==> src/rtl/banner_renderer.sv <==
// Purpose: scaled bitmap banner that scrolls in from the right, then holds and optionally blinks.
// Latency: fixed 2 clocks from px_valid/px_x/px_y to pixel_valid/pixel_on.
// Backpressure: none; one pixel per clock is accepted and nothing ever stalls.
module banner_renderer #(
  parameter int GLYPH_W      = 16,
  parameter int GLYPH_H      = 16,
  parameter int MSG_COUNT    = 4,
  parameter int SCALE_LOG2   = 2,
  parameter int X_ORG        = 256,
  parameter int Y_ORG        = 208,
  parameter int SCREEN_W     = 640,
  parameter int SCROLL_STEP  = 8,
  parameter int BLINK_FRAMES = 30,
  parameter int MSG_W        = (MSG_COUNT > 1) ? $clog2(MSG_COUNT) : 1,
  // Bitmap image: word (msg*GLYPH_H + row) sits at [word*GLYPH_W +: GLYPH_W],
  // and bit GLYPH_W-1 of a word is the leftmost column.
  parameter logic [MSG_COUNT*GLYPH_H*GLYPH_W-1:0] ROM_IMAGE = '0
) (
  input  logic             clock,
  input  logic             reset_n,
  input  logic             frame_tick,
  input  logic             px_valid,
  input  logic [9:0]       px_x,
  input  logic [9:0]       px_y,
  input  logic             show,
  input  logic [MSG_W-1:0] msg_sel,
  input  logic             blink_en,
  output logic             pixel_valid,
  output logic             pixel_on,
  output logic             busy,
  output logic             done
);

  localparam int COL_W = (GLYPH_W > 1) ? $clog2(GLYPH_W) : 1;
  localparam int ROW_W = (GLYPH_H > 1) ? $clog2(GLYPH_H) : 1;
  localparam int CNT_W = $clog2(BLINK_FRAMES + 1);
  localparam int IDX_W = MSG_W + ROW_W + 1;
  localparam int DEPTH = MSG_COUNT * GLYPH_H;
  localparam logic [10:0] BOX_W = 11'(GLYPH_W << SCALE_LOG2);
  localparam logic [10:0] BOX_H = 11'(GLYPH_H << SCALE_LOG2);

  typedef enum logic [1:0] {IDLE, SCROLL, HOLD} state_t;

  state_t           state, state_nxt;
  logic [10:0]      cur_x, cur_x_nxt;
  logic [MSG_W-1:0] msg_q, msg_nxt;
  logic [CNT_W-1:0] blink_cnt, blink_cnt_nxt;
  logic             phase, phase_nxt;
  logic             done_nxt;
  logic             show_q;

  // Control state register
  always_ff @(posedge clock or negedge reset_n) begin
    if (!reset_n) begin
      state     <= IDLE;
      cur_x     <= 11'(SCREEN_W);
      msg_q     <= '0;
      blink_cnt <= '0;
      phase     <= 1'b1;
      done      <= 1'b0;
      show_q    <= 1'b0;
    end else begin
      state     <= state_nxt;
      cur_x     <= cur_x_nxt;
      msg_q     <= msg_nxt;
      blink_cnt <= blink_cnt_nxt;
      phase     <= phase_nxt;
      done      <= done_nxt;
      show_q    <= show;
    end
  end

  // Next state: dropping show wins over everything, including a frame_tick
  always_comb begin
    state_nxt     = state;
    cur_x_nxt     = cur_x;
    msg_nxt       = msg_q;
    blink_cnt_nxt = blink_cnt;
    phase_nxt     = phase;
    done_nxt      = 1'b0;
    if (!show) begin
      state_nxt     = IDLE;
      blink_cnt_nxt = '0;
      phase_nxt     = 1'b1;
    end else begin
      case (state)
        IDLE: begin
          if (!show_q) begin
            state_nxt = SCROLL;
            msg_nxt   = msg_sel;
            cur_x_nxt = 11'(SCREEN_W);
          end
        end
        SCROLL: begin
          if (frame_tick) begin
            // Compare before subtracting so a small cur_x can never wrap
            if (cur_x <= 11'(X_ORG + SCROLL_STEP)) begin
              cur_x_nxt     = 11'(X_ORG);
              state_nxt     = HOLD;
              done_nxt      = 1'b1;
              blink_cnt_nxt = '0;
              phase_nxt     = 1'b1;
            end else begin
              cur_x_nxt = cur_x - 11'(SCROLL_STEP);
            end
          end
        end
        HOLD: begin
          if (!blink_en) begin
            blink_cnt_nxt = '0;
            phase_nxt     = 1'b1;
          end else if (frame_tick) begin
            if (blink_cnt == CNT_W'(BLINK_FRAMES - 1)) begin
              blink_cnt_nxt = '0;
              phase_nxt     = ~phase;
            end else begin
              blink_cnt_nxt = blink_cnt + 1'b1;
            end
          end
        end
        default: state_nxt = IDLE;
      endcase
    end
  end

  assign busy = (state == SCROLL);

  // Stage 1 geometry, 11-bit two's complement offsets from the banner origin
  logic [10:0] rel_x, rel_y;
  logic        inbox, vis_now;
  assign rel_x   = {1'b0, px_x} - cur_x;
  assign rel_y   = {1'b0, px_y} - 11'(Y_ORG);
  assign inbox   = !rel_x[10] && !rel_y[10] && (rel_x < BOX_W) && (rel_y < BOX_H);
  // Clearing blink_en shows the banner on the very next pixel, not a frame later
  assign vis_now = (state != IDLE) && (phase || !blink_en);

  logic             s1_valid, s1_inbox, s1_vis;
  logic [COL_W-1:0] s1_col;
  logic [ROW_W-1:0] s1_row;
  logic [MSG_W-1:0] s1_msg;

  // Stage 1: freeze everything a pixel needs so later control changes cannot tear it
  always_ff @(posedge clock or negedge reset_n) begin
    if (!reset_n) begin
      s1_valid <= 1'b0;
      s1_inbox <= 1'b0;
      s1_vis   <= 1'b0;
      s1_col   <= '0;
      s1_row   <= '0;
      s1_msg   <= '0;
    end else begin
      s1_valid <= px_valid;
      s1_inbox <= inbox;
      s1_vis   <= vis_now;
      s1_col   <= rel_x[SCALE_LOG2 +: COL_W];
      s1_row   <= rel_y[SCALE_LOG2 +: ROW_W];
      s1_msg   <= msg_q;
    end
  end

  logic [IDX_W-1:0]   rom_idx;
  logic [GLYPH_W-1:0] rom_word;
  assign rom_idx = IDX_W'(s1_msg) * IDX_W'(GLYPH_H) + IDX_W'(s1_row);

  // Glyph lookup; indices past the last message read as blank
  always_comb begin
    rom_word = '0;
    if (rom_idx < IDX_W'(DEPTH)) begin
      rom_word = ROM_IMAGE[int'(rom_idx) * GLYPH_W +: GLYPH_W];
    end
  end

  // Stage 2: select the column bit and gate with the frozen qualifiers
  always_ff @(posedge clock or negedge reset_n) begin
    if (!reset_n) begin
      pixel_valid <= 1'b0;
      pixel_on    <= 1'b0;
    end else begin
      pixel_valid <= s1_valid;
      pixel_on    <= rom_word[COL_W'(GLYPH_W - 1) - s1_col] & s1_inbox & s1_vis & s1_valid;
    end
  end

endmodule

==> config.mk <==
export PLATFORM = sky130hd
export DESIGN_NAME = banner_renderer
export DESIGN_NICKNAME = d
export VERILOG_FILES = /design/src/rtl/banner_renderer.sv
export SDC_FILE = /design/constraint.sdc
export NUM_CORES = 1
export LEC_CHECK = 0
export ABC_AREA = 0
export CORE_MARGIN = 2
export CORE_UTILIZATION = 43
export DETAILED_ROUTE_END_ITERATION = 8
export GPL_ROUTABILITY_DRIVEN = 0
export PLACE_DENSITY = 0.81
export SYNTH_ARGS = -nofsm -noshare
export SYNTH_HDL_FRONTEND = slang
export SYNTH_SLANG_ARGS = --single-unit
export TNS_END_PERCENT = 10
==> constraint.sdc <==
create_clock -name clock -period 3.85 [get_ports clock]
set_clock_uncertainty 0.1 [all_clocks]
set_input_delay 0.77 -clock clock [delete_from_list [all_inputs] [get_ports clock]]
set_output_delay 0.77 -clock clock [all_outputs]
set_load 0.01 [all_outputs]
==> results of run 1 <==
cells by family after synthesis:
kind of cell    Yosys count  share of synthesized area
compound gates           23                      0.231
xor+xnor                  1                     0.0119
fa+ha+maj                 1                     0.0170
buf+inv                   7                     0.0407
flops                    14                      0.479
other cells               1                    0.00509
simple gates             27                      0.216
stage by stage:
step,worst slack [ns],util,instances,instance area [sq um],total power [uW]
after global routing,1.26,0.547,99,852,576
after global placement,1.28,0.523,95,816,425
after CTS,1.36,0.547,99,852,540
after detailed placement,1.23,0.523,95,816,434
final,1.35,0.547,99,852,538
after floorplan,2.06,-,74,737,381
placed cells by master, fill, tap and decap left out, types with 2 or more instances in the layout:
master / netlist / routed
sky130_fd_sc_hd__dfrtp_1: 12 / 12
sky130_fd_sc_hd__nor2_1: 3 / 3
sky130_fd_sc_hd__a21oi_1: 6 / 6
sky130_fd_sc_hd__nand3_1: 3 / 3
sky130_fd_sc_hd__dfstp_2: 2 / 2
sky130_fd_sc_hd__o31ai_1: 3 / 3
sky130_fd_sc_hd__clkbuf_4: 0 / 3
sky130_fd_sc_hd__nand2b_1: 4 / 4
sky130_fd_sc_hd__nand2_1: 4 / 4
sky130_fd_sc_hd__inv_1: 4 / 4
sky130_fd_sc_hd__clkdlybuf4s50_1: 0 / 7
routing by layer:
layer  GRT usage  up-vias
li1            -      287
met1       0.184      292
met2       0.262       22
met3      0.0357        5
met4      0.0882        0
met5           0        -
cell type report:
type	instances	area, sq um
timing repair buffer	7	70.1
inverter	5	18.8
tap	16	20.0
multi-input combinational	53	354
clock buffer	4	36.3
fill	141	707
sequential	14	353
power breakdown:
group          total, uW  leakage (uW)  switching [uW]  internal [uW]
sequential           231      0.000176            41.1            190
clock                106     0.0000210            48.8           57.6
combinational        201      0.000170             115           85.8
total                538      0.000367             205            333
state kept, by name, indices dropped and copies added (netlist names):
signal       flops
cur_x            8
done             1
pixel_valid      1
s1_valid         1
show_q           1
state            2
worst max-delay path, stage by stage (launching register included):
cell                              delay, ns
sky130_fd_sc_hd__dfrtp_1               0.42
sky130_fd_sc_hd__nand2b_1              0.14
sky130_fd_sc_hd__clkinv_1              0.24
sky130_fd_sc_hd__clkdlybuf4s50_1       0.55
worst paths after layout:
| check | startpoint | to | slack [ns] | cells after the start |
|---|---|---|---|---|
| worst max-delay path | state[0]$_DFFE_PN0P_ | busy | 1.35 | 3 |
| min in group asynchronous | reset_n | cur_x[4]$_DFFE_PN0P_ | 0.76 | 1 |
| worst max register to register | cur_x[3]$_DFFE_PN0P_ | cur_x[9]$_DFFE_PN1P_ | 2.02 | 6 |
| worst min register to register | s1_valid$_DFF_PN0_ | pixel_valid$_DFF_PN0_ | 0.26 | 0 |
| worst min-delay path | s1_valid$_DFF_PN0_ | pixel_valid$_DFF_PN0_ | 0.26 | 0 |
| max in group asynchronous | reset_n | cur_x[10]$_DFFE_PN0P_ | 2.50 | 1 |
==> metrics.log, run 1 <==
[metrics] status: finished clean
[metrics] total wire length: 1.39 mm
[metrics] RSZ-0062 raised after global routing: false
[metrics] overall die height: 45.4 um
[metrics] power density over cell area: 631 nW/um^2
[metrics] I/O Pins: 32
[metrics] worst hold slack: 0.255 ns
[metrics] clock buffer count from CTS: 3
[metrics] top layer reached by signal wires: met4
[metrics] kind of end point of the critical path: output pin
[metrics] crit path launch type: flop
[metrics] number of buffers on the longest clock path: 2
[metrics] Buffers on Ports: 7
[metrics] std cell rows: 14
[metrics] sequential element share of the synthesized area: 0.479
[metrics] wire length of the first global-routing pass: 2.28 mm
[metrics] post-CTS repair timing setup buffer count: 0
[metrics] final max-slew violation count: 0
[metrics] slew at the pin with the worst max-slew slack: 0.606 ns
[metrics] overall routing resource usage: 0.157
[metrics] WP data arrival: 1.63 ns
[metrics] overall overflow remaining after global route: 0
[metrics] Net Count, Synth: 103
[metrics] Rel. slew slack: 0.595
[metrics] Resized cells post-CTS: 0
[metrics] DR WL/cell: 14.1 um
[metrics] worst setup path class: flop to output pin
[metrics] post-route fraction of the period consumed by the critical path: 0.650
[metrics] vias in the first global route: 519
[metrics] DR vias: 606
[metrics] Worst-Skew Late Latency: 0.28 ns
[metrics] post-synth top area cell: sky130_fd_sc_hd__dfrtp_1
[metrics] DR vias/cell: 6.12
[metrics] count of mapped cells out of synthesis: 74
[metrics] Clock transition at path regs: 0.08 ns
[metrics] Final nets: 113
[metrics] Tightest Hold Check Type: flop to flop
[metrics] most frequent cell after synthesis: sky130_fd_sc_hd__dfrtp_1
[metrics] H-tree level count: 1
[metrics] count of routing violations after the opening detailed-route iteration: 12
[metrics] post-synthesis register bit count: 14
[metrics] final setup violation count: 0
[metrics] antenna violations before repair: 0
[metrics] core area: 1560 sq um
[metrics] post-route setup TNS: 0 ns
[metrics] largest net degree at the start of global routing: 15
[metrics] Worst EP required: 2.98 ns
[metrics] most numerous cell types in the synthesized netlist: sky130_fd_sc_hd__dfrtp_1, sky130_fd_sc_hd__a21oi_1, sky130_fd_sc_hd__inv_1, sky130_fd_sc_hd__nand2_1, sky130_fd_sc_hd__nand2b_1
[metrics] number of antenna repair diodes: 0
[metrics] synth warn: 0
[metrics] final hold vios: 0
[metrics] Worst IR Drop VDD: 0.251 mV
[metrics] mean area per synthesized cell: 9.96 sq um
[metrics] hold buffer count at CTS: 0
[metrics] MaxCap Viol Count: 0
[metrics] Post-synth EDFFs: 0
[metrics] post-route ant nets: 0
[metrics] TritonCTS clock tree: done
[metrics] area of the die: 2060 sq um
[metrics] main flop type after synthesis: sky130_fd_sc_hd__dfrtp_1
[metrics] fraction of post-synthesis cell area in the top cell type by area: 0.407
[metrics] worst-path fanout max: 8
[metrics] clock period minus final worst setup slack: 2.50 ns
[metrics] distinct cell type count of the synthesized netlist: 42
[metrics] horizontal die dimension: 45.4 um
[metrics] DP HPWL: 1.08 mm
[metrics] Initial Utilization: 0.473
[metrics] Synth-to-Final Area Change: 15.6%
[metrics] cell area after synthesis: 737 sq um
[metrics] layout cells sized above 1: 0.120
[metrics] met2 wirelength from detailed routing: 701 um
[metrics] detailed route wirelength on metal3: 69 um
[metrics] Area contributors post-synth: sky130_fd_sc_hd__dfrtp_1, sky130_fd_sc_hd__dfstp_2, sky130_fd_sc_hd__a21oi_1, sky130_fd_sc_hd__nand2b_1, sky130_fd_sc_hd__o31ai_1
[metrics] root cell of the clock tree: sky130_fd_sc_hd__clkbuf_4
[metrics] maximum operating frequency: 0.399 GHz
[metrics] DRC violation count after routing: 0
[metrics] Initial DRT Pass Iterations: 4
[metrics] TritonCTS Sinks: 14
[metrics] met1 layer wirelength in the final routing: 591 um
[metrics] cell leakage power: 0.000367 uW
[metrics] async set-or-reset flop fraction in the synthesized netlist: 1.00
No activity file was read; power rests on OpenSTA's default activity.
==> run 2: changes to the inputs <==
Settings changed: CORE_UTILIZATION 43 to 36, PLACE_DENSITY 0.81 to 0.73.
Clock period 3.85 ns to 2 ns, I/O delays scaled along.
==> run 2 against run 1 <==
Effect of this change:
- first-iteration DRC count shrank 25%
- non-clock buffer count increased by 4
- sequential share of layout area decreased by 2.3 points
==> metrics.log, run 2 (same netlist as run 1, synthesis figures left out) <==
[metrics] std cell rows: 16
[metrics] clock buffer count from CTS: 3
[metrics] DP HPWL: 1.09 mm
[metrics] overall overflow remaining after global route: 0
[metrics] number of buffers on the longest clock path: 2
[metrics] overall routing resource usage: 0.139
[metrics] final max-slew violation count: 0
[metrics] Rel. slew slack: 0.568
[metrics] DR vias: 611
[metrics] clock period minus final worst setup slack: 1.92 ns
[metrics] Worst-Skew Late Latency: 0.28 ns
[metrics] maximum operating frequency: 0.522 GHz
[metrics] most flop-heavy register: cur_x
[metrics] WP data arrival: 1.42 ns
[metrics] DR vias/cell: 5.36
[metrics] area of the die: 2430 sq um
[metrics] biggest registers after layout: cur_x x8, state x2
[metrics] crit path launch type: flop
[metrics] wire length of the first global-routing pass: 2.57 mm
[metrics] Final nets: 117
[metrics] Initial DRT Pass Iterations: 4
[metrics] core area: 1940 sq um
[metrics] switching part of the total: 0.381
[metrics] Buffers on Ports: 7
[metrics] depth of the most critical reg-to-reg path: 6
[metrics] RSZ-0062 raised after global routing: false
[metrics] net switching power of the design: 402 uW
[metrics] internal power component: 653 uW
[metrics] post-route setup TNS: 0 ns
[metrics] kind of end point of the critical path: output pin
[metrics] count of routing violations after the opening detailed-route iteration: 9
[metrics] MaxCap Viol Count: 0
[metrics] worst setup path class: flop to output pin
[metrics] post-route fraction of the period consumed by the critical path: 0.958
[metrics] relative contribution of the clock network to total power: 0.194
[metrics] post-route ant nets: 0
[metrics] antenna violations before repair: 0
[metrics] largest net degree at the start of global routing: 15
[metrics] Worst IR Drop VDD: 0.581 mV
[metrics] slew at the pin with the worst max-slew slack: 0.646 ns
[metrics] commonest cells after routing, fill and taps aside: sky130_fd_sc_hd__dfrtp_1, sky130_fd_sc_hd__clkdlybuf4s50_1, sky130_fd_sc_hd__a21oi_1
[metrics] vias in the first global route: 594
[metrics] number of flip-flops in the largest register: 8
[metrics] worst-path fanout max: 3
[metrics] area taken by multi-input logic gates: 362 sq um
[metrics] Clock transition at path regs: 0.08 ns
[metrics] I/O Pins: 32
[metrics] power density over cell area: 1170 nW/um^2
[metrics] register area: 354 sq um
[metrics] Initial Utilization: 0.380
[metrics] Worst EP required: 1.50 ns
[metrics] proportion of power drawn by flip-flops and latches: 0.423
[metrics] Tightest Hold Check Type: flop to flop
[metrics] overall die height: 49.2 um
[metrics] cell leakage power: 0.000386 uW
[metrics] Synth-to-Final Area Change: 22.8%
[metrics] final hold vios: 0
[metrics] DRC violation count after routing: 0
[metrics] number of antenna repair diodes: 0
[metrics] DR WL/cell: 13.3 um
[metrics] number of inserted filler cells in the final layout: 200
[metrics] commonest non-fill, non-tap cell in the layout: sky130_fd_sc_hd__dfrtp_1
[metrics] status: finished clean
[metrics] total wire length: 1.51 mm
[metrics] H-tree level count: 1
[metrics] root cell of the clock tree: sky130_fd_sc_hd__clkbuf_4
[metrics] TritonCTS clock tree: done
[metrics] horizontal die dimension: 49.2 um
[metrics] worst hold slack: 0.262 ns
[metrics] final setup violation count: 0
[metrics] layout cells sized above 1: 0.184
[metrics] Min-Delay Path Depth: 0
[metrics] Combinational Power Share: 0.382
[metrics] post-CTS repair timing setup buffer count: 0
[metrics] TritonCTS Sinks: 14
run 2: through the flow:
stage               power [uW]  utilization  setup WS, ns  instance area [sq um]  cells
floorplan                  733            -         0.324                    737     74
global placement           832        0.443        0.0653                    860    110
detailed placement         846        0.443        0.0443                    860    110
CTS                       1060        0.465        0.0592                    903    114
global route              1130        0.466       0.00412                    905    114
finish                    1050        0.466        0.0831                    905    114
run 2: power groups by stage:
stage / Combinational (uW) / Clock (uW) / Sequential [uW]
after global placement: 386 / 0 / 445
after global routing: 452 / 221 / 460
after floorplan: 302 / 0 / 430
after CTS: 404 / 210 / 447
after detailed placement: 397 / 0 / 450
final: 403 / 205 / 446
run 2: repair_timing:
item,CTS,global route
hold buffers,0,0
endpoints found under the setup margin,1,1
gates resized for setup,1,1
run 2: per-layer routing:
layer,share of wire,global-route usage
met2,0.51,0.252
met5,0,0
met4,0.0092,0.0571
met1,0.46,0.156
met3,0.021,0.0307
run 2: final timing paths:
| check | startpoint | slack [ns] | endpoint |
|---|---|---|---|
| max reg2reg | cur_x[3]$_DFFE_PN0P_ | 0.17 | cur_x[9]$_DFFE_PN1P_ |
| min reg2reg | s1_valid$_DFF_PN0_ | 0.26 | pixel_valid$_DFF_PN0_ |
| min | s1_valid$_DFF_PN0_ | 0.26 | pixel_valid$_DFF_PN0_ |
| max | state[1]$_DFFE_PN0P_ | 0.08 | busy |
| min in group asynchronous | reset_n | 0.41 | show_q$_DFF_PN0_ |
| max in group asynchronous | reset_n | 0.93 | state[0]$_DFFE_PN0P_ |
run 2: critical path: stages, from the launching register on:
cell and delay, ns:
sky130_fd_sc_hd__dfrtp_1 0.40, sky130_fd_sc_hd__nand2b_4 0.16, sky130_fd_sc_hd__clkinv_1 0.06, sky130_fd_sc_hd__clkdlybuf4s50_1 0.53
run 2: cell type report:
type,count,area share
repair buffers,11,0.111
well taps,27,0.0373
multi-input cells,53,0.400
inverters,5,0.0207
clock buffers,4,0.0401
flip-flops and latches,14,0.391
==> run 3: changes to the inputs <==
Settings changed: ABC_AREA 0 to 1, CORE_UTILIZATION 36 to 37, PLACE_DENSITY 0.73 to 0.74.
==> run 3 against run 2 <==
Effect of this change:
- clock power is essentially flat
- via count is 4.6% higher
- largest power group unchanged
- design area fell by 0.69%
- synthesized area grew 4.6%
- cell count is 24% higher
- sequential power is 17% lower
==> metrics.log, run 3 <==
[metrics] number of flip-flops in the largest register: 8
[metrics] crit path launch type: flop
[metrics] internal power component: 532 uW
[metrics] cell leakage power: 0.000463 uW
[metrics] post-route fraction of the period consumed by the critical path: 0.872
[metrics] async set-or-reset flop fraction in the synthesized netlist: 1.00
[metrics] count of routing violations after the opening detailed-route iteration: 14
[metrics] DP HPWL: 1.01 mm
[metrics] worst setup slack after placement: 0.0923 ns
[metrics] Final nets: 144
[metrics] biggest registers after layout: cur_x x8, state x2
[metrics] Initial DRT Pass Iterations: 4
[metrics] proportion of power drawn by flip-flops and latches: 0.450
[metrics] Placed Cells: 137
[metrics] commonest non-fill, non-tap cell in the layout: sky130_fd_sc_hd__nand2_1
[metrics] overall die height: 49.6 um
[metrics] switching part of the total: 0.353
[metrics] net switching power of the design: 290 uW
[metrics] clock period minus final worst setup slack: 1.74 ns
[metrics] layout cells sized above 1: 0.140
[metrics] power density over cell area: 916 nW/um^2
[metrics] cell area after synthesis: 771 sq um
[metrics] sequential element share of the synthesized area: 0.458
[metrics] most flop-heavy register: cur_x
[metrics] Area contributors post-synth: sky130_fd_sc_hd__dfrtp_1, sky130_fd_sc_hd__nand2_1, sky130_fd_sc_hd__dfstp_2, sky130_fd_sc_hd__inv_1, sky130_fd_sc_hd__nand3_1
[metrics] worst-case hold path end point: pixel_valid$_DFF_PN0_
[metrics] mean area per synthesized cell: 7.41 sq um
[metrics] reg-to-reg critical path endpoint: cur_x[10]$_DFFE_PN0P_
[metrics] Worst-Skew Late Latency: 0.28 ns
[metrics] Synth-to-Final Area Change: 16.6%
[metrics] slowest cell on the critical path: sky130_fd_sc_hd__dfrtp_1
[metrics] antenna violations before repair: 0
[metrics] vias in the first global route: 604
[metrics] count of mapped cells out of synthesis: 104
[metrics] distinct cell type count of the synthesized netlist: 19
[metrics] maximum operating frequency: 0.574 GHz
[metrics] final hold vios: 0
[metrics] final setup slack of the worst path: 0.257 ns
[metrics] Buffers on Ports: 7
[metrics] overall routing resource usage: 0.132
[metrics] Cell Count, Final, Fillers Out: 141
[metrics] fraction of post-synthesis cell area in the top cell type by area: 0.390
[metrics] std cell rows: 16
[metrics] main flop type after synthesis: sky130_fd_sc_hd__dfrtp_1
[metrics] worst-path fanout max: 4
[metrics] WP data arrival: 1.24 ns
[metrics] final setup violation count: 0
[metrics] worst setup path class: flop to output pin
[metrics] clock buffer count from CTS: 3
[metrics] area of the die: 2460 sq um
[metrics] core area: 1960 sq um
[metrics] TritonCTS clock tree: done
[metrics] Largest stage delay, worst path: 0.41 ns
[metrics] MaxCap Viol Count: 0
[metrics] TritonCTS Sinks: 14
[metrics] worst hold slack: 0.262 ns
[metrics] I/O Pins: 32
[metrics] horizontal die dimension: 49.6 um
[metrics] status: finished clean
[metrics] Initial Utilization: 0.393
[metrics] Clock transition at path regs: 0.08 ns
[metrics] Post-synth EDFFs: 0
[metrics] relative contribution of the clock network to total power: 0.248
[metrics] Worst EP required: 1.50 ns
[metrics] post-synthesis register bit count: 14
[metrics] synth warn: 0
[metrics] worst reg-to-reg setup slack: 0.36 ns
[metrics] DR vias/cell: 4.53
[metrics] DR WL/cell: 9.66 um
[metrics] Net Count, Synth: 133
[metrics] root cell of the clock tree: sky130_fd_sc_hd__clkbuf_4
[metrics] post-route setup TNS: 0 ns
[metrics] post-synth top area cell: sky130_fd_sc_hd__dfrtp_1
[metrics] final max-slew violation count: 0
[metrics] wire length of the first global-routing pass: 2.42 mm
[metrics] number of antenna repair diodes: 0
[metrics] post-route ant nets: 0
[metrics] most numerous cell types in the synthesized netlist: sky130_fd_sc_hd__nand2_1, sky130_fd_sc_hd__inv_1, sky130_fd_sc_hd__dfrtp_1, sky130_fd_sc_hd__nor2_1, sky130_fd_sc_hd__nand3_1
[metrics] number of inserted filler cells in the final layout: 209
[metrics] depth of the most critical reg-to-reg path: 9
[metrics] r2r startpoint: cur_x[3]$_DFFE_PN0P_
[metrics] most frequent cell after synthesis: sky130_fd_sc_hd__nand2_1
[metrics] number of buffers on the longest clock path: 2
[metrics] Hold Crit Start: s1_valid$_DFF_PN0_
[metrics] largest net degree at the start of global routing: 15
[metrics] Tightest Hold Check Type: flop to flop
[metrics] RSZ-0062 raised after global routing: false
[metrics] Worst IR Drop VDD: 0.486 mV
[metrics] Combinational Power Share: 0.302
[metrics] commonest cells after routing, fill and taps aside: sky130_fd_sc_hd__nand2_1, sky130_fd_sc_hd__inv_1, sky130_fd_sc_hd__dfrtp_1
[metrics] Min-Delay Path Depth: 0
[metrics] H-tree level count: 1
[metrics] chain of cells forming the critical path: inv_1, nand2_2, inv_1, dlygate4sd2_1
[metrics] overall overflow remaining after global route: 0
[metrics] total wire length: 1.36 mm
[metrics] DRC violation count after routing: 0
[metrics] kind of end point of the critical path: output pin
[metrics] Critical Path Most Common Cell: sky130_fd_sc_hd__inv_1
[metrics] DR vias: 639
[run 3: cell types whose count changed after synthesis, moves of 4 or more]
cell / delta
sky130_fd_sc_hd__nand2b_1: -4
sky130_fd_sc_hd__nand3_1: +7
sky130_fd_sc_hd__nand2_1: +27
sky130_fd_sc_hd__inv_1: +10
sky130_fd_sc_hd__nor2_1: +8
[run 3: timing repair]
item,4_1_cts,5_1_grt
setup endpoints to repair,1,0
resized for setup,1,0
hold buffers,0,0
setup buffers,0,0
[run 3: power by group through the flow]
| stage | Combinational [uW] | Sequential, uW | Clock [uW] |
|---|---|---|---|
| after floorplan | 203 | 365 | 0 |
| after global placement | 246 | 373 | 0 |
| after detailed placement | 251 | 376 | 0 |
| after CTS | 250 | 370 | 213 |
| after global routing | 291 | 377 | 227 |
| final | 249 | 370 | 204 |
[run 3: metrics by stage]
stage | power (uW) | utilization | instance area, sq um
3_5_place_dp | 627 | 0.440 | 863
5_1_grt | 894 | 0.458 | 898
4_1_cts | 833 | 0.458 | 898
2_1_floorplan | 568 | - | 771
3_3_place_gp | 620 | 0.440 | 863
6_report | 823 | 0.458 | 898
[run 3: final cells by class]
type | count | area [sq um] | area share
sequential | 14 | 353 | 0.393
multi-input combinational | 73 | 343 | 0.382
inverter | 15 | 56.3 | 0.0627
clock buffer | 4 | 36.3 | 0.0404
tap | 27 | 33.8 | 0.0376
timing repair buffer | 8 | 76.3 | 0.0850
[run 3: worst max path at each step]
| stage | slack [ns] | cells past startpoint | to | from |
|---|---|---|---|---|
| after CTS | 0.25 | 4 | busy | state[1]$_DFFE_PN0P_ |
| after global placement | 0.11 | 9 | cur_x[10]$_DFFE_PN0P_ | show |
| after global routing | 0.17 | 4 | busy | state[1]$_DFFE_PN0P_ |
| after detailed placement | 0.09 | 9 | cur_x[5]$_DFFE_PN0P_ | show |
| after floorplan | 0.58 | 9 | cur_x[10]$_DFFE_PN0P_ | cur_x[3]$_DFFE_PN0P_ |
| final | 0.26 | 4 | busy | state[1]$_DFFE_PN0P_ |
[run 3: layer usage]
metal / GRT usage / share of wire
met4: 0.0833 / 0.031
met2: 0.207 / 0.46
met1: 0.165 / 0.48
met5: 0 / 0
met3: 0.0273 / 0.031
[run 3: cell families after synthesis]
| logic type | after synthesis | share of synthesized area |
|---|---|---|
| simple gates | 63 | 0.372 |
| buf+inv | 17 | 0.0974 |
| flops | 14 | 0.458 |
| compound gates | 8 | 0.0519 |
| fa+ha+maj | 1 | 0.0162 |
| other cells | 1 | 0.00487 |
[run 3: worst max-delay path: cells and delay by family, from the launching register on]
kind          cells  cell delay (ns)
flops             1             0.41
simple gates      1             0.08
buf+inv           3             0.47
